--- src/rtl/muldiv_unit_if.sv ---
// Bus between the execute stage and the multiply/divide unit: operation request,
// MTHI/MTLO writes, and the registered HI/LO/status outputs.
interface muldiv_unit_if #(
  parameter int width = 32
);
  logic             start;
  logic [1:0]       op;
  logic [width-1:0] a;
  logic [width-1:0] b;
  logic             hi_we;
  logic             lo_we;
  logic [width-1:0] wdata;
  logic             busy;
  logic             done;
  logic             div_by_zero;
  logic [width-1:0] hi;
  logic [width-1:0] lo;

  modport master (
    output start, op, a, b, hi_we, lo_we, wdata,
    input  busy, done, div_by_zero, hi, lo
  );

  modport slave (
    input  start, op, a, b, hi_we, lo_we, wdata,
    output busy, done, div_by_zero, hi, lo
  );
endinterface

--- src/rtl/muldiv_unit.sv ---
// Radix-2 iterative MULT/MULTU/DIV/DIVU unit owning the HI/LO registers.
// One shared (width+1)-bit add/subtract unit serves every iteration.
module muldiv_au #(
  parameter int w = 33
) (
  input  logic [w-1:0] x_i,
  input  logic [w-1:0] y_i,
  input  logic         sub_i,
  output logic [w-1:0] r_o
);
  assign r_o = sub_i ? (x_i - y_i) : (x_i + y_i);
endmodule

// Handshake: start is sampled only in IDLE; busy is high for the width+1 cycles
// of RUN and FIX; done pulses for one cycle with busy low and fresh hi/lo.
module muldiv_unit #(
  parameter int width = 32
) (
  input  logic           clock,
  input  logic           reset,
  muldiv_unit_if.slave   bus,
  output logic [1:0]     state_o
);
  localparam int W2 = 2 * width;
  localparam int CW = $clog2(width) + 1;
  localparam logic [CW-1:0] LAST = CW'(width - 1);

  typedef enum logic [1:0] {IDLE = 2'd0, RUN = 2'd1, FIX = 2'd2} state_t;

  state_t           state_q, state_d;
  logic             div_q, div_d;
  logic [width-1:0] opa_q, opa_d;
  logic [width-1:0] opb_q, opb_d;
  logic [W2-1:0]    acc_q, acc_d;
  logic [CW-1:0]    cnt_q, cnt_d;
  logic             res_neg_q, res_neg_d;
  logic             rem_neg_q, rem_neg_d;
  logic             bzero_q, bzero_d;
  logic             busy_q, busy_d;
  logic             done_q, done_d;
  logic             dbz_q, dbz_d;
  logic [width-1:0] hi_q, hi_d;
  logic [width-1:0] lo_q, lo_d;

  logic             neg_a, neg_b;
  logic [width-1:0] mag_a, mag_b;
  logic [width:0]   rem_sh;
  logic [width:0]   au_x, au_y, au_r;
  logic             au_sub;
  logic [W2-1:0]    prod_neg;
  logic [width-1:0] quot_neg, rem_negv;

  assign neg_a    = bus.op[0] & bus.a[width-1];
  assign neg_b    = bus.op[0] & bus.b[width-1];
  assign mag_a    = -bus.a;
  assign mag_b    = -bus.b;
  // Divide: the dividend enters the remainder one bit per cycle from opa_q's MSB.
  assign rem_sh   = {acc_q[W2-1:width], opa_q[width-1]};
  assign prod_neg = -acc_q;
  assign quot_neg = -acc_q[width-1:0];
  assign rem_negv = -acc_q[W2-1:width];

  muldiv_au #(.w(width + 1)) au (
    .x_i   (au_x),
    .y_i   (au_y),
    .sub_i (au_sub),
    .r_o   (au_r)
  );

  always_comb begin
    au_x   = {1'b0, acc_q[W2-1:width]};
    au_y   = opb_q[0] ? {1'b0, opa_q} : '0;
    au_sub = 1'b0;
    if (div_q) begin
      au_x   = rem_sh;
      au_y   = {1'b0, opb_q};
      au_sub = 1'b1;
    end
  end

  always_comb begin
    state_d   = state_q;
    div_d     = div_q;
    opa_d     = opa_q;
    opb_d     = opb_q;
    acc_d     = acc_q;
    cnt_d     = cnt_q;
    res_neg_d = res_neg_q;
    rem_neg_d = rem_neg_q;
    bzero_d   = bzero_q;
    busy_d    = busy_q;
    done_d    = 1'b0;
    dbz_d     = dbz_q;
    hi_d      = hi_q;
    lo_d      = lo_q;
    case (state_q)
      IDLE: begin
        if (bus.start) begin
          div_d     = bus.op[1];
          opa_d     = neg_a ? mag_a : bus.a;
          opb_d     = neg_b ? mag_b : bus.b;
          res_neg_d = neg_a ^ neg_b;
          rem_neg_d = neg_a;
          bzero_d   = bus.op[1] & (bus.b == '0);
          acc_d     = '0;
          cnt_d     = '0;
          busy_d    = 1'b1;
          state_d   = RUN;
        end else begin
          if (bus.hi_we) hi_d = bus.wdata;
          if (bus.lo_we) lo_d = bus.wdata;
        end
      end
      RUN: begin
        if (div_q) begin
          acc_d = {(au_r[width] ? rem_sh[width-1:0] : au_r[width-1:0]),
                   acc_q[width-2:0], ~au_r[width]};
          opa_d = opa_q << 1;
        end else begin
          acc_d = {au_r, acc_q[width-1:1]};
          opb_d = opb_q >> 1;
        end
        cnt_d = cnt_q + CW'(1);
        if (cnt_q == LAST) state_d = FIX;
      end
      FIX: begin
        if (div_q) begin
          lo_d = bzero_q ? '1 : (res_neg_q ? quot_neg : acc_q[width-1:0]);
          hi_d = rem_neg_q ? rem_negv : acc_q[W2-1:width];
        end else begin
          {hi_d, lo_d} = res_neg_q ? prod_neg : acc_q;
        end
        dbz_d   = div_q & bzero_q;
        busy_d  = 1'b0;
        done_d  = 1'b1;
        state_d = IDLE;
      end
      default: state_d = IDLE;
    endcase
  end

  always_ff @(posedge clock or posedge reset) begin
    if (reset) begin
      state_q   <= IDLE;
      div_q     <= 1'b0;
      opa_q     <= '0;
      opb_q     <= '0;
      acc_q     <= '0;
      cnt_q     <= '0;
      res_neg_q <= 1'b0;
      rem_neg_q <= 1'b0;
      bzero_q   <= 1'b0;
      busy_q    <= 1'b0;
      done_q    <= 1'b0;
      dbz_q     <= 1'b0;
      hi_q      <= '0;
      lo_q      <= '0;
    end else begin
      state_q   <= state_d;
      div_q     <= div_d;
      opa_q     <= opa_d;
      opb_q     <= opb_d;
      acc_q     <= acc_d;
      cnt_q     <= cnt_d;
      res_neg_q <= res_neg_d;
      rem_neg_q <= rem_neg_d;
      bzero_q   <= bzero_d;
      busy_q    <= busy_d;
      done_q    <= done_d;
      dbz_q     <= dbz_d;
      hi_q      <= hi_d;
      lo_q      <= lo_d;
    end
  end

  assign bus.busy        = busy_q;
  assign bus.done        = done_q;
  assign bus.div_by_zero = dbz_q;
  assign bus.hi          = hi_q;
  assign bus.lo          = lo_q;
  assign state_o         = state_q;
endmodule
--- src/flat_wrapper.sv ---
// flat-port wrapper written by rule: the top's interface ports become plain ports
module muldiv_unit_flat 
#(
  parameter int width = 32
)
  (clock, reset, state_o, bus_start, bus_op, bus_a, bus_b, bus_hi_we, bus_lo_we, bus_wdata, bus_busy, bus_done, bus_div_by_zero, bus_hi, bus_lo);
  muldiv_unit_if #(.width(width)) bus_i ();
  input  logic clock;
  input  logic reset;
  output logic [1:0] state_o;
  input wire logic [$bits(bus_i.start)-1:0] bus_start;
  input wire logic [$bits(bus_i.op)-1:0] bus_op;
  input wire logic [$bits(bus_i.a)-1:0] bus_a;
  input wire logic [$bits(bus_i.b)-1:0] bus_b;
  input wire logic [$bits(bus_i.hi_we)-1:0] bus_hi_we;
  input wire logic [$bits(bus_i.lo_we)-1:0] bus_lo_we;
  input wire logic [$bits(bus_i.wdata)-1:0] bus_wdata;
  output wire logic [$bits(bus_i.busy)-1:0] bus_busy;
  output wire logic [$bits(bus_i.done)-1:0] bus_done;
  output wire logic [$bits(bus_i.div_by_zero)-1:0] bus_div_by_zero;
  output wire logic [$bits(bus_i.hi)-1:0] bus_hi;
  output wire logic [$bits(bus_i.lo)-1:0] bus_lo;
  assign bus_i.start = bus_start;
  assign bus_i.op = bus_op;
  assign bus_i.a = bus_a;
  assign bus_i.b = bus_b;
  assign bus_i.hi_we = bus_hi_we;
  assign bus_i.lo_we = bus_lo_we;
  assign bus_i.wdata = bus_wdata;
  assign bus_busy = bus_i.busy;
  assign bus_done = bus_i.done;
  assign bus_div_by_zero = bus_i.div_by_zero;
  assign bus_hi = bus_i.hi;
  assign bus_lo = bus_i.lo;
  muldiv_unit #(.width(width)) u_core (.clock(clock), .reset(reset), .bus(bus_i), .state_o(state_o));
endmodule
--- config.mk ---
export PLATFORM = sky130hd
export DESIGN_NAME = muldiv_unit_flat
export DESIGN_NICKNAME = d
export VERILOG_FILES = /design/src/rtl/muldiv_unit_if.sv /design/src/rtl/muldiv_unit.sv /design/src/flat_wrapper.sv
export SDC_FILE = /design/constraint.sdc
export NUM_CORES = 1
export LEC_CHECK = 0
export ABC_AREA = 0
export CAP_MARGIN = 25
export CORE_MARGIN = 2
export CORE_UTILIZATION = 45
export DETAILED_ROUTE_END_ITERATION = 7
export PLACE_DENSITY = 0.66
export SYNTH_ARGS = -nofsm -noshare
export SYNTH_HDL_FRONTEND = slang
export SYNTH_SLANG_ARGS = --single-unit
--- constraint.sdc ---
create_clock -name clock -period 10.2 [get_ports clock]
set_input_delay 1.02 -clock clock [delete_from_list [all_inputs] [get_ports clock]]
set_output_delay 1.02 -clock clock [all_outputs]
set_load 0.02 [all_outputs]
==> results.sh <==
export IMPL_clockRootBuffer="clkbuf_16"
export IMPL_synthFlopType="dfrtp_1"
export IMPL_required_ns=10.58
export IMPL_routed_wl_um=48100
export IMPL_crit_path_start_kind="flip-flop"
export IMPL_cts_resized=0
export IMPL_hold_depth=1
export IMPL_setup_tns_ns=0
export IMPL_skew_ns=0.0210
export IMPL_synth_enable_flop_cells=0
export IMPL_rsz0062_at_grt="no"
export IMPL_fin_ws_ns=3.42
export IMPL_dp_hpwl_um=35900
export IMPL_core_area_um2=34500
export IMPL_clk_latency_ns=0.54
export IMPL_io_buffers=171
export IMPL_drv_slew=0
export IMPL_grt_pass1_vias=14100
export IMPL_final_core_util_pct=53.7
export IMPL_critical_path_max_stage_delay_ns=0.83
export IMPL_setup_viol=0
export IMPL_r2r_end="u_core.acc_q[48]"
export IMPL_ios=172
export IMPL_antenna_found_initial=0
export IMPL_worst_slew_pin_slew_ns=0.992
export IMPL_cts_sinks=207
export IMPL_max_vdd_ir_drop_mv=0.155
export IMPL_place_congestion=0.959
export IMPL_crit_path_end_kind="flip-flop"
export IMPL_worstPathArrival_ns=7.16
export IMPL_busiest_layer="met2"
export IMPL_synthArstFlopShare_pct=100
export IMPL_pre_cts_ws_ns=3.54
export IMPL_synth_avg_cell_area_um2=7.92
export IMPL_cp_slowest_cell="dfrtp_4"
export IMPL_layout_commonest_cell="o21ai_0"
export IMPL_r2r_start="u_core.div_q"
export IMPL_grt_max_degree=106
export IMPL_num_vias=14900
export IMPL_timing_final_crit_share_pct=66.4
export IMPL_syn2layout_area_growth_pct=17.5
export IMPL_drive_above_1_share_pct=5.87
export IMPL_grt_use_met1_pct=34.9
export IMPL_syn_inst=1986
export IMPL_cts_tree="yes"
export IMPL_finalHoldViolCount=0
export IMPL_status="finished, final reports clean"
export IMPL_cts_buffers=24
export IMPL_p_leak_nw=7.40
export IMPL_cts_buffer_depth=3
export IMPL_die_w_um=191
export IMPL_wl_per_cell_um=19.0
export IMPL_r2r_cells=22
export IMPL_drtIter0Drc=1094
export IMPL_use_met3_pct=2.61
export IMPL_cap_violations=0
export IMPL_synth_cell_types=75
export IMPL_finalCriticalPeriod_ns=6.78
export IMPL_synth_seq_cells=207
export IMPL_p_per_area_nw_per_um2=365
export IMPL_dieArea_um2=36500
export IMPL_htree_levels=1
export IMPL_min_path_type="flip-flop to flip-flop"
export IMPL_layout_common_cells="o21ai_0, nand2_1, dfrtp_1"
export IMPL_layout_nets=2202
export IMPL_postCtsHoldBufs=0
export IMPL_grt_remaining_overflow=0
export IMPL_crit_end="u_core.acc_q[48]"
export IMPL_syn_area_um2=15700
export IMPL_yosysTopAreaCell="dfrtp_1"
export IMPL_synth_area_leaders="dfrtp_1, o21ai_0, a21oi_1"
export IMPL_synth_warnings=0
export IMPL_max_slew_margin_rel_pct=33.8
export IMPL_diodes=0
export IMPL_fp_dieH_um=191
export IMPL_hold_start="u_core.bus.lo[23]"
export IMPL_start_util_pct=45.6
export IMPL_crit_type="flip-flop to flip-flop"
export IMPL_crit_path_max_fanout=58
export IMPL_clock_fmax_ghz=0.148
export IMPL_syn_nets=2128
export IMPL_clk_pin_slew_ns=0.07
export IMPL_synth_top_area_share_pct=32.9
export IMPL_ant_nets=0
export IMPL_crit_top_cell="o21ai_0"
export IMPL_crit_start="u_core.div_q"
export IMPL_post_cts_buffers=0
export IMPL_reg2reg_slack_ns=3.42
export IMPL_drt_pass1_iter_count=5
export IMPL_met2_usage_pct=44.5
export IMPL_grt_pass1_wl_um=76700
export IMPL_ys_seq_area_share_pct=32.9
export IMPL_placementRows=68
export IMPL_routed_via_density=5.89
export IMPL_route_detailed_drc=0
export IMPL_gr_usage_all_layers_pct=26.0
export IMPL_crit_chain="nor2b_1, a22oi_1, ha_1, a21boi_0, o2111ai_1, nor3_1, and3b_1, and2_1, a21oi_1, or3_1, o21ai_0, ha_1, a21o_1, a31oi_1, o21ai_0, a311oi_1, a211o_1, o21ai_1, xnor2_2, buf_4, mux2i_1, o21ai_0"
[through the flow]
stage,power [mW],hold slack [ns],instances,cell area [um^2]
floorplan,4.67,0.448,1986,15700
global placement,5.67,0.468,2489,17700
detailed placement,5.77,0.468,2489,17700
CTS,6.71,0.482,2532,18500
global route,7.32,0.487,2532,18500
finish,6.75,0.477,2532,18500
[power by group]
| group | internal (mW) | leakage (nW) | switching (mW) |
|---|---|---|---|
| clock | 0.544 | 0.410 | 0.365 |
| sequential | 1.14 | 2.56 | 0.507 |
| combinational | 1.77 | 4.43 | 2.42 |
[registers in the layout, summed over array words and instances, names as in the netlist]
| register | count |
|---|---|
| u_core.res_neg_q | 1 |
| u_core.bus.busy | 1 |
| u_core.rem_neg_q | 1 |
| u_core.acc_q | 64 |
| u_core.div_q | 1 |
| u_core.bzero_q | 1 |
| u_core.opa_q | 32 |
| u_core.bus.div_by_zero | 1 |
| u_core.bus.lo | 32 |
| u_core.opb_q | 32 |
| u_core.bus.done | 1 |
| u_core.cnt_q | 6 |
| u_core.state_o | 2 |
| u_core.bus.hi | 32 |
[cells by family after synthesis]
| logic type | synth area share, % |
|---|---|
| AO/OA/AOI/OAI | 24.1 |
| XOR/XNOR | 9.02 |
| flip-flops | 32.9 |
| adder cells (fa/ha/maj) | 3.15 |
| AND/OR/NAND/NOR | 18.6 |
| buffers and inverters | 4.22 |
| multiplexers | 7.92 |
[cell type report]
cell class | instances | area [um^2]
Multi-Input combinational cell | 1606 | 9920
Sequential cell | 207 | 5180
Clock buffer | 30 | 673
Inverter | 30 | 120
Tap cell | 455 | 569
Clock inverter | 13 | 160
Fill cell | 3263 | 16000
Timing Repair Buffer | 191 | 1860
[synthesized netlist by cell type, drive strengths merged (12+ instances only)]
library cell / instances
a211oi: 12
a21o: 15
a21oi: 187
a22oi: 34
buf: 18
clkbuf: 125
dfrtp: 207
ha: 38
inv: 29
mux2: 28
mux2i: 93
nand2: 232
nand2b: 17
nand3: 60
nand4: 14
nor2: 154
nor2b: 17
nor3: 30
nor4: 18
o21ai: 289
o22ai: 14
o31ai: 26
or3: 37
xnor2: 76
xor2: 86
[metal layers]
layer | vias to the layer above | routed length (um) | share of wire [%]
met1 | 7104 | 21700 | 45
met5 | - | 0 | 0
met2 | 451 | 22600 | 47
met4 | 0 | 1360 | 2.8
met3 | 68 | 2490 | 5.2
li1 | 7282 | - | -
[worst min-delay path by stage]
stage,end,slack [ns]
floorplan,u_core.cnt_q[5],0.45
global placement,u_core.bus.lo[9],0.47
detailed placement,u_core.bus.lo[23],0.47
CTS,u_core.bus.lo[23],0.48
global route,u_core.bus.lo[23],0.49
finish,u_core.bus.lo[23],0.48
[worst max-delay path: cells and delay by family (launching register included)]
family	cells	cell delay, ns
AO/OA/AOI/OAI	12	2.34
AND/OR/NAND/NOR	5	1.61
flip-flops	1	0.83
adder cells (fa/ha/maj)	2	0.56
XOR/XNOR	1	0.52
buffers and inverters	1	0.45
multiplexers	1	0.26
Note: power is estimated with default switching activity, not from simulation.
